<file path="src/rtl/imm_pkg.sv">
// rtl/imm_pkg.sv - immediate-decode types, opcode constants and stage entry layout (IMM_ZICSR_EN adds csr field)
package imm_pkg;

  typedef enum logic [2:0] {
    FMT_NONE,
    FMT_I,
    FMT_S,
    FMT_B,
    FMT_U,
    FMT_J,
    FMT_Z
  } imm_fmt_e;

  localparam logic [6:0] OP_IMM    = 7'b0010011;
  localparam logic [6:0] OP_LOAD   = 7'b0000011;
  localparam logic [6:0] OP_JALR   = 7'b1100111;
  localparam logic [6:0] OP_STORE  = 7'b0100011;
  localparam logic [6:0] OP_BRANCH = 7'b1100011;
  localparam logic [6:0] OP_LUI    = 7'b0110111;
  localparam logic [6:0] OP_AUIPC  = 7'b0010111;
  localparam logic [6:0] OP_JAL    = 7'b1101111;
  localparam logic [6:0] OP_REG    = 7'b0110011;
  localparam logic [6:0] OP_SYSTEM = 7'b1110011;

  // Entry fields are sized for the widest legal configuration; the top
  // slices them down to XLEN / PC_W at its ports.
  localparam int IMM_MAX_W = 64;
  localparam int PC_MAX_W  = 64;

  typedef struct packed {
    logic [IMM_MAX_W-1:0] imm;
    imm_fmt_e             fmt;
    logic [PC_MAX_W-1:0]  pc;
    logic [4:0]           rd;
    logic [4:0]           rs1;
    logic [4:0]           rs2;
    logic                 illegal;
`ifdef IMM_ZICSR_EN
    logic [11:0]          csr;
`endif
  } dec_entry_t;

endpackage

</file>
<file path="src/rtl/imm_extract_comb.sv">
// rtl/imm_extract_comb.sv - combinational RV32I immediate extractor (IMM_ZICSR_EN enables FMT_Z)
module imm_extract_comb
  import imm_pkg::*;
#(
  parameter int XLEN = 32
) (
  input  logic [31:0]     instr,
  output logic [XLEN-1:0] imm,
  output imm_fmt_e        fmt,
  output logic            illegal
);

  logic [31:0] imm32;

  // Select the immediate layout from the opcode; R-type is legal with no immediate.
  always_comb begin
    imm32   = '0;
    fmt     = FMT_NONE;
    illegal = 1'b0;
    case (instr[6:0])
      OP_IMM, OP_LOAD, OP_JALR: begin
        fmt   = FMT_I;
        imm32 = {{20{instr[31]}}, instr[31:20]};
      end
      OP_STORE: begin
        fmt   = FMT_S;
        imm32 = {{20{instr[31]}}, instr[31:25], instr[11:7]};
      end
      OP_BRANCH: begin
        fmt   = FMT_B;
        imm32 = {{19{instr[31]}}, instr[31], instr[7], instr[30:25], instr[11:8], 1'b0};
      end
      OP_LUI, OP_AUIPC: begin
        fmt   = FMT_U;
        imm32 = {instr[31:12], 12'b0};
      end
      OP_JAL: begin
        fmt   = FMT_J;
        imm32 = {{11{instr[31]}}, instr[31], instr[19:12], instr[20], instr[30:21], 1'b0};
      end
      OP_REG: begin
        fmt = FMT_NONE;
      end
      OP_SYSTEM: begin
`ifdef IMM_ZICSR_EN
        if (instr[14:12] != 3'b000) begin
          fmt   = FMT_Z;
          imm32 = {27'b0, instr[19:15]};
        end else begin
          fmt   = FMT_I;
          imm32 = {{20{instr[31]}}, instr[31:20]};
        end
`else
        fmt   = FMT_I;
        imm32 = {{20{instr[31]}}, instr[31:20]};
`endif
      end
      default: begin
        illegal = 1'b1;
      end
    endcase
  end

  // zimm has bit 31 clear, so sign extension leaves it zero-extended.
  assign imm = XLEN'($signed(imm32));

endmodule

</file>
<file path="src/rtl/imm_decode_stage.sv">
// rtl/imm_decode_stage.sv - elastic immediate-decode stage with 2-entry skid buffer (IMM_ZICSR_EN adds out_csr)
module imm_decode_stage
  import imm_pkg::*;
#(
  parameter int XLEN    = 32,
  parameter int PC_W    = 32,
  parameter bit SKID_EN = 1'b1
) (
  input  logic            clk,
  input  logic            rst,
  input  logic            flush,
  input  logic            in_valid,
  output logic            in_ready,
  input  logic [31:0]     in_instr,
  input  logic [PC_W-1:0] in_pc,
  output logic            out_valid,
  input  logic            out_ready,
  output logic [XLEN-1:0] out_imm,
  output imm_fmt_e        out_fmt,
  output logic [PC_W-1:0] out_pc,
  output logic [4:0]      out_rd,
  output logic [4:0]      out_rs1,
  output logic [4:0]      out_rs2,
`ifdef IMM_ZICSR_EN
  output logic [11:0]     out_csr,
`endif
  output logic            out_illegal
);

  typedef enum logic [1:0] {
    ST_EMPTY,
    ST_ONE,
    ST_TWO
  } skid_state_e;

  skid_state_e state_q, state_d;
  dec_entry_t  head_q, tail_q, dec_entry;
  logic        in_ready_q, out_valid_q;
  logic        in_xfer, out_xfer;
  logic        load_head_in, load_head_tail, load_tail;

  logic [XLEN-1:0] dec_imm;
  imm_fmt_e        dec_fmt;
  logic            dec_illegal;

  imm_extract_comb #(.XLEN(XLEN)) u_extract (
    .instr   (in_instr),
    .imm     (dec_imm),
    .fmt     (dec_fmt),
    .illegal (dec_illegal)
  );

  // Assemble the decoded entry ahead of the registers so outputs come straight from flops.
  always_comb begin
    dec_entry         = '0;
    dec_entry.imm     = IMM_MAX_W'(dec_imm);
    dec_entry.fmt     = dec_fmt;
    dec_entry.pc      = PC_MAX_W'(in_pc);
    dec_entry.rd      = in_instr[11:7];
    dec_entry.rs1     = in_instr[19:15];
    dec_entry.rs2     = in_instr[24:20];
    dec_entry.illegal = dec_illegal;
`ifdef IMM_ZICSR_EN
    dec_entry.csr     = in_instr[31:20];
`endif
  end

  // Without the skid entry the stage degrades to a plain pipeline register.
  assign in_ready  = SKID_EN ? in_ready_q : (out_ready | ~out_valid_q);
  assign out_valid = out_valid_q;
  assign in_xfer   = in_valid & in_ready;
  assign out_xfer  = out_valid_q & out_ready;

  // Occupancy next-state and which register loads; flush overrides everything.
  always_comb begin
    state_d        = state_q;
    load_head_in   = 1'b0;
    load_head_tail = 1'b0;
    load_tail      = 1'b0;
    case (state_q)
      ST_EMPTY: begin
        if (in_xfer) begin
          state_d      = ST_ONE;
          load_head_in = 1'b1;
        end
      end
      ST_ONE: begin
        if (in_xfer && out_xfer) begin
          load_head_in = 1'b1;
        end else if (in_xfer) begin
          state_d   = ST_TWO;
          load_tail = 1'b1;
        end else if (out_xfer) begin
          state_d = ST_EMPTY;
        end
      end
      ST_TWO: begin
        if (out_xfer) begin
          state_d        = ST_ONE;
          load_head_tail = 1'b1;
        end
      end
      default: begin
        state_d = ST_EMPTY;
      end
    endcase
    if (flush) begin
      state_d        = ST_EMPTY;
      load_head_in   = 1'b0;
      load_head_tail = 1'b0;
      load_tail      = 1'b0;
    end
  end

  // State register; handshake flags are derived from the next state so they stay registered.
  always_ff @(posedge clk) begin
    if (rst) begin
      state_q     <= ST_EMPTY;
      in_ready_q  <= 1'b1;
      out_valid_q <= 1'b0;
    end else begin
      state_q     <= state_d;
      in_ready_q  <= (state_d != ST_TWO);
      out_valid_q <= (state_d != ST_EMPTY);
    end
  end

  // Entry storage: head is the oldest entry and feeds the outputs, tail is the skid slot.
  always_ff @(posedge clk) begin
    if (rst) begin
      head_q <= '0;
      tail_q <= '0;
    end else begin
      if (load_head_in) begin
        head_q <= dec_entry;
      end else if (load_head_tail) begin
        head_q <= tail_q;
      end
      if (load_tail) begin
        tail_q <= dec_entry;
      end
    end
  end

  assign out_imm     = head_q.imm[XLEN-1:0];
  assign out_fmt     = head_q.fmt;
  assign out_pc      = head_q.pc[PC_W-1:0];
  assign out_rd      = head_q.rd;
  assign out_rs1     = head_q.rs1;
  assign out_rs2     = head_q.rs2;
  assign out_illegal = head_q.illegal;
`ifdef IMM_ZICSR_EN
  assign out_csr     = head_q.csr;
`endif

  // Upper imm/pc bits are unused for narrower configurations.
  logic unused_head_bits;
  assign unused_head_bits = ^head_q;

endmodule

</file>
<file path="config.mk">
export PLATFORM = sky130hd
export DESIGN_NAME = imm_decode_stage
export DESIGN_NICKNAME = d
export VERILOG_FILES = /design/src/rtl/imm_pkg.sv /design/src/rtl/imm_extract_comb.sv /design/src/rtl/imm_decode_stage.sv
export SDC_FILE = /design/constraint.sdc
export NUM_CORES = 1
export LEC_CHECK = 0
export ABC_AREA = 1
export BUFFER_PORTS_ARGS = -buffer_cell sky130_fd_sc_hd__buf_2
export CELL_PAD_IN_SITES_DETAIL_PLACEMENT = 2
export CELL_PAD_IN_SITES_GLOBAL_PLACEMENT = 2
export CORE_MARGIN = 2
export CORE_UTILIZATION = 27
export CTS_CLUSTER_SIZE = 25
export DETAILED_ROUTE_END_ITERATION = 10
export MAX_ROUTING_LAYER = met4
export PLACE_DENSITY_LB_ADDON = 0.1
export REMOVE_ABC_BUFFERS = 1
export SLEW_MARGIN = 15
export SYNTH_ARGS = -nofsm -noshare
export SYNTH_HDL_FRONTEND = slang
export SYNTH_SLANG_ARGS = --single-unit
</file>
<file path="constraint.sdc">
create_clock -name clk -period 1.4 [get_ports clk]
set_clock_uncertainty 0.1 [all_clocks]
set_input_delay 0.21 -clock clk [delete_from_list [all_inputs] [get_ports clk]]
set_output_delay 0.21 -clock clk [all_outputs]
set_load 0.02 [all_outputs]
</file>
After elaboration in Yosys (flattened, before gate mapping)
Index checks and enable logic that the tools add are counted.
{"block": "classes", "n_eq_ne": 13, "mux": 22, "bitwise_logic": 2, "reduce_logical": 7}
{"op": "$mux 115", "count": 2}
{"op": "$pmux 32 s5", "count": 1}
{"op": "$eq 7x7->1 const B", "count": 4}
{"op": "$eq 7x6->1 const B", "count": 3}
{"op": "$pmux 3 s5", "count": 1}
{"op": "$eq 7x5->1 const B", "count": 2}
{"op": "$mux 2", "count": 6}
{"op": "$mux 1", "count": 10}
{"op": "$reduce_or 10->1", "count": 1}
{"op": "$eq 7x2->1 const B", "count": 1}
{"op": "$pmux 2 s3", "count": 1}
{"op": "$reduce_bool 2->1", "count": 2}
{"op": "$reduce_or 4->1", "count": 1}
{"op": "$and 1x1->1", "count": 2}
{"op": "$eq 2x1->1 const B", "count": 1}
{"op": "$eq 2x2->1 const B", "count": 1}
{"op": "$logic_not 2->1", "count": 1}
{"op": "$ne 2x2->1 const B", "count": 1}
{"op": "$pmux 1 s2", "count": 1}
{"op": "$reduce_or 2->1", "count": 1}
{"op": "$logic_and 1x1->1", "count": 1}
{"block": "word_totals", "register_bits": 170, "out_inout_bits": 85}

Logic depth before layout (Yosys ltp)
{"block": "depth", "word_depth": 7, "mapped_depth": 13, "ltp_nobuf": 12}

Cells and area by module
A second synthesis with hierarchy kept.
{"block": "unflattened", "cells_unflattened": 1189, "hier_area_um2": 8284.2}
{"mod": "imm_decode_stage", "instances": 1, "cells_per_inst": 1048, "area_each_um2": 7601.0}
{"mod": "imm_extract_comb", "instances": 1, "cells_per_inst": 141, "area_each_um2": 683.2}

Worst setup path before layout
OpenSTA, ideal clock, no wires.
{"block": "synth_path", "path_kind": "register -> register", "start": "register out_valid_q (netlist: out_valid)", "end": "register head_q, in the netlist out_pc[16]", "arrival_ns": 1.473, "path_slack_ns": -0.283, "path_stages_with_launch": 14, "n_path_buf": 2, "synth_period_minus_slack_ns": 1.683, "cell_sequence": "dfxtp_1 -> nand2_1 -> nand2_1 -> inv_2 -> nor2_4 -> inv_2 -> nand2_2 -> inv_2 -> buf_6 -> buf_6 -> nand2_1 -> nand3_1 -> nand2_1 -> inv_1"}
{"block": "synth_between", "elab_chain_cells": 6}
{"item": "from (decl)", "line_no": "imm_decode_stage.sv:38", "source": "logic in_ready_q, out_valid_q;"}
{"item": "from (signal assigned)", "line_no": "imm_decode_stage.sv:124", "source": "out_valid_q <= (state_d != ST_EMPTY);"}
{"item": "$and 1x1->1 *", "line_no": "imm_decode_stage.sv:72", "source": "assign out_xfer = out_valid_q & out_ready;"}
{"item": "$logic_and 1x1->1", "line_no": "imm_decode_stage.sv:88", "source": "if (in_xfer && out_xfer) begin"}
{"item": "$mux 1", "line_no": "imm_decode_stage.sv:88"}
{"item": "$pmux 1 s2", "line_no": "imm_decode_stage.sv:80", "source": "case (state_q)"}
{"item": "$mux 1", "line_no": "imm_decode_stage.sv:107", "source": "if (flush) begin"}
{"item": "$mux 115 or $reduce_bool 2->1 (tied branches)"}
{"item": "to (signal assigned)", "line_no": "imm_decode_stage.sv:135", "source": "head_q <= dec_entry;"}
{"item": "to (signal assigned)", "line_no": "imm_decode_stage.sv:137", "source": "head_q <= tail_q;"}
{"item": "to (decl)", "line_no": "imm_decode_stage.sv:37", "source": "dec_entry_t head_q, tail_q, dec_entry;"}
Mark *: on every way between the ends. The rest lies on a longest branch, timed or not.
A chain may end at the register's enable or synchronous reset.

Worst setup path after layout
{"block": "layout_path", "start": "register state_q[0]", "end": "register head_q, in the netlist out_rd[0]"}
{"block": "layout_between", "elab_chain_cells": 4}
{"item": "from (decl)", "line_no": "imm_decode_stage.sv:36", "source": "skid_state_e state_q, state_d;"}
{"item": "from (signal assigned)", "line_no": "imm_decode_stage.sv:122", "source": "state_q <= state_d;"}
{"item": "$eq 2x1->1 (tied with other cells)", "line_no": "imm_decode_stage.sv:80"}
{"item": "$pmux 1 s2 or $mux 1 (tied branches)", "line_no": "imm_decode_stage.sv:80"}
{"item": "$mux 1", "line_no": "imm_decode_stage.sv:107"}
{"item": "$mux 115 or $reduce_bool 2->1 (tied branches)"}
Several ways; a longest one is shown, not always the timed one.

==> flow_summary.yaml <==
sta:
  worst_pin_slew_ps: 579
  postLayoutSetupSlackWorst_ps: -327
  max_freq_ghz: 0.579
  rsz0062_at_grt: "true"
  hold_viol_final: 0
  fin_tns_setup_ps: -40490
  max_slew_margin_pct: 61.4
  drv_slew: 0
  period_needed_ps: 1730
  period_share_pct: 123
  finalSetupViolCount: 168
critical_path:
  endpoint_kind: "flop"
  critical_path.max_fanout: 8
  reg2reg_to: "out_rd[0]$_SDFFE_PP0P_"
  cpPeakStageDelay_ps: 340
  rr_startpoint: "state_q[0]$_SDFF_PP0_"
  regToRegSetupSlack_ps: -330
  path_common_cell: "buf_12"
  required_ps: 1620
  crit_family: "buffers and inverters"
  critPathSlowestCell: "dfxtp_2"
  critPathLaunchType: "flop"
  reg2regPathDepth: 11
  arrival_ps: 1950
  path_class: "reg2reg"
  crit_chain: "buf_4 > nor2_4 > nand3_4 > buf_12 > nand2_8 > inv_16 > buf_12 > nand2_2 > o211ai_1 > nand2_1 > inv_1"
  path_buf_inv: 5
clock_network:
  insertion_delay_ps: 430
  cts_max_path_buffers: 2
  cts_buffers: 17
  ctsHtreeMaxLevel: 4
  clk_pin_slew_ps: 80
  cts_root_buffer: "clkbuf_16"
  cts_tree: "done"
  clkSinkCount: 170
drt:
  drt_iter0_drc: 366
  ant_nets: 0
  totalWireLength_mm: 35.9
  drc: 0
  firstDrtPassIters: 4
  routed_via_density: 4.79
  wl_per_cell_um: 20.1
  via_count: 8552
grt:
  grt_pass1_vias: 9290
  grt_use_total_pct: 24.3
  grt_max_degree: 54
  grt_pass1_wl_mm: 52.6
  overflow: 0
  antenna_found_initial: 2
logic_synthesis:
  synth_mux_area_share_pct: 0
  synth.area.top_cells: "dfxtp_1, nand2_1, nand3_1"
  syn_area_um2: 7500
  synth_fa_ha_area_share_pct: 0
  avgSynthCellArea_um2: 6.69
  synth_cells: 1121
  synth_top_family_by_area: "simple AND/OR/NAND/NOR gates"
  yosysTopAreaCell: "dfxtp_1"
  synth-seq-cells: 170
  synth-xor-area-share_pct: 0
  yosysSeqAreaShare_pct: 45.4
  synth_compound_area_share_pct: 12.5
  ys_types: 28
  synth_top_area_share_pct: 45.4
  synth.yosys.warnings: 0
  synth-simple-area-share_pct: 30.1
hold_path:
  hold_depth: 3
  min-delay-start: "in_instr[24]"
  min_path_type: "in2reg"
  min_to: "tail_q[5]$_SDFFE_PP0P_"
power:
  power.net_switching_mw: 3.69
  power.density_nw_per_um2: 997
  internal-power_mw: 8.80
  swShare_pct: 29.5
  ir_drop_uv: 609
  pwr-share-comb_pct: 18.7
  p_clk_share_pct: 39.3
  leakage_nw: 6.09
  seqPwrFrac_pct: 42.0
placed_design:
  placedCellCount: 1646
  gp_congestion: 0.782
  io_buffers: 153
  dp_hpwl_mm: 18.5
  placed_cell_area_um2: 9190
finish:
  final_util_pct: 46.2
  fin_nets: 1468
  layout_common_cells: "nand2_1, dfxtp_1, buf_2, inv_1, nand3_1"
  fin_cells: 1785
  fin_area_um2: 12500
  syn_to_final_growth_pct: 67.2
  drive_gt1_share_pct: 37.2
  final_common_cell: "nand2_1"
floorplanning:
  core_um2: 27100
  dieArea_um2: 29100
  start_util_pct: 27.7
  rows: 60
  ios: 154
  die_h_um: 171
  chipWidth_um: 171
run_status:
  violations: "setup timing"
  status: "complete, but fails checks"
run:
  cap_violations: 0
==> cells by family after synthesis <==
kind of cell | count (synthesis)
flops | 170
buf+inv | 226
simple gates | 543
compound gates | 182
==> final cells by class <==
class | instances | area (um^2)
diodes | 2 | 5.00
clock buffers | 19 | 443
clock inverters | 12 | 141
fillers | 2997 | 14600
inverters | 159 | 662
multi-input cells | 725 | 4170
flip-flops and latches | 170 | 3410
well taps | 372 | 465
repair buffers | 326 | 3230
==> synth_stat cells <==
| master | instances |
|---|---|
| nand2_1 | 294 |
| dfxtp_1 | 170 |
| inv_1 | 148 |
| nand3_1 | 129 |
| nor2_1 | 106 |
| a21oi_1 | 79 |
| o21ai_0 | 68 |
| clkbuf_1 | 35 |
| buf_2 | 25 |
| o21ai_1 | 24 |
| inv_2 | 10 |
| o211ai_1 | 5 |
| buf_1 | 4 |
| nand3_2 | 3 |
| a31oi_1 | 2 |
| buf_6 | 2 |
| nand2_2 | 2 |
| nor2_2 | 2 |
| nor2_4 | 2 |
| nor3_1 | 2 |
| o21bai_1 | 2 |
| buf_4 | 1 |
| clkinv_1 | 1 |
| nand3b_1 | 1 |
| nand4_1 | 1 |
| nor3_2 | 1 |
| o221ai_1 | 1 |
| o22ai_1 | 1 |
==> routing by layer <==
layer,GRT usage (%),part of all wire (%),up-vias
li1,-,-,4093
met3,3.26,3.1,39
met4,6.69,1.8,0
met5,-,0,-
met1,28.9,42,4264
met2,43.1,53,156
==> how the worst max path moves through the flow <==
stage	from	to	slack, ps	cells after the start
3_5_place_dp	in_instr[0]	out_imm[9]$_SDFFE_PP0P_	-410	11
6_report	state_q[0]$_SDFF_PP0_	out_rd[0]$_SDFFE_PP0P_	-330	11
2_1_floorplan	in_ready$_SDFF_PP1_	tail_q[83]$_SDFFE_PP0P_	-2190	6
3_3_place_gp	in_instr[1]	out_imm[6]$_SDFFE_PP0P_	-310	11
4_1_cts	state_q[0]$_SDFF_PP0_	tail_q[96]$_SDFFE_PP0P_	-230	11
5_1_grt	state_q[0]$_SDFF_PP0_	tail_q[103]$_SDFFE_PP0P_	-400	11
==> power groups by stage <==
stage / combinational [mW] / sequential, mW / clock [mW]
after detailed placement: 1.56 / 5.30 / 0
after floorplan: 0.636 / 5.46 / 0
final: 2.33 / 5.24 / 4.91
after global placement: 1.52 / 5.30 / 0
after global routing: 2.53 / 5.26 / 5.24
after CTS: 2.08 / 5.21 / 5.02
==> through the flow <==
step	setup WS [ps]	hold slack (ps)	power, mW
6_report	-327	14.5	12.5
5_1_grt	-397	13.6	13.0
4_1_cts	-229	7.93	12.3
3_5_place_dp	-408	364	6.87
3_3_place_gp	-315	356	6.82
2_1_floorplan	-2190	179	6.09
==> registers in the layout (all words and copies together), names as in the netlist <==
register / cells
tail_q: 83
out_imm: 32
out_pc: 32
out_rd: 5
out_rs1: 5
out_rs2: 5
out_fmt: 3
state_q: 2
in_ready: 1
out_illegal: 1
out_valid: 1
==> worst register-to-register path, delay by kind of cell, from the launching register on <==
| kind | cells | cell delay (ps) |
|---|---|---|
| AO/OA/AOI/OAI | 1 | 80 |
| AND/OR/NAND/NOR | 5 | 500 |
| flip-flops | 1 | 340 |
| buffers and inverters | 5 | 600 |
==> what timing repair did <==
action	4_1_cts	5_1_grt
endpoints found under the setup margin	167	171
pin swaps	21	59
gates cloned	21	9
hold endpoints to repair	63	0
hold buffers	48	0
resized for setup	221	179
setup buffers	30	13
(Power assumes the default switching activity.)
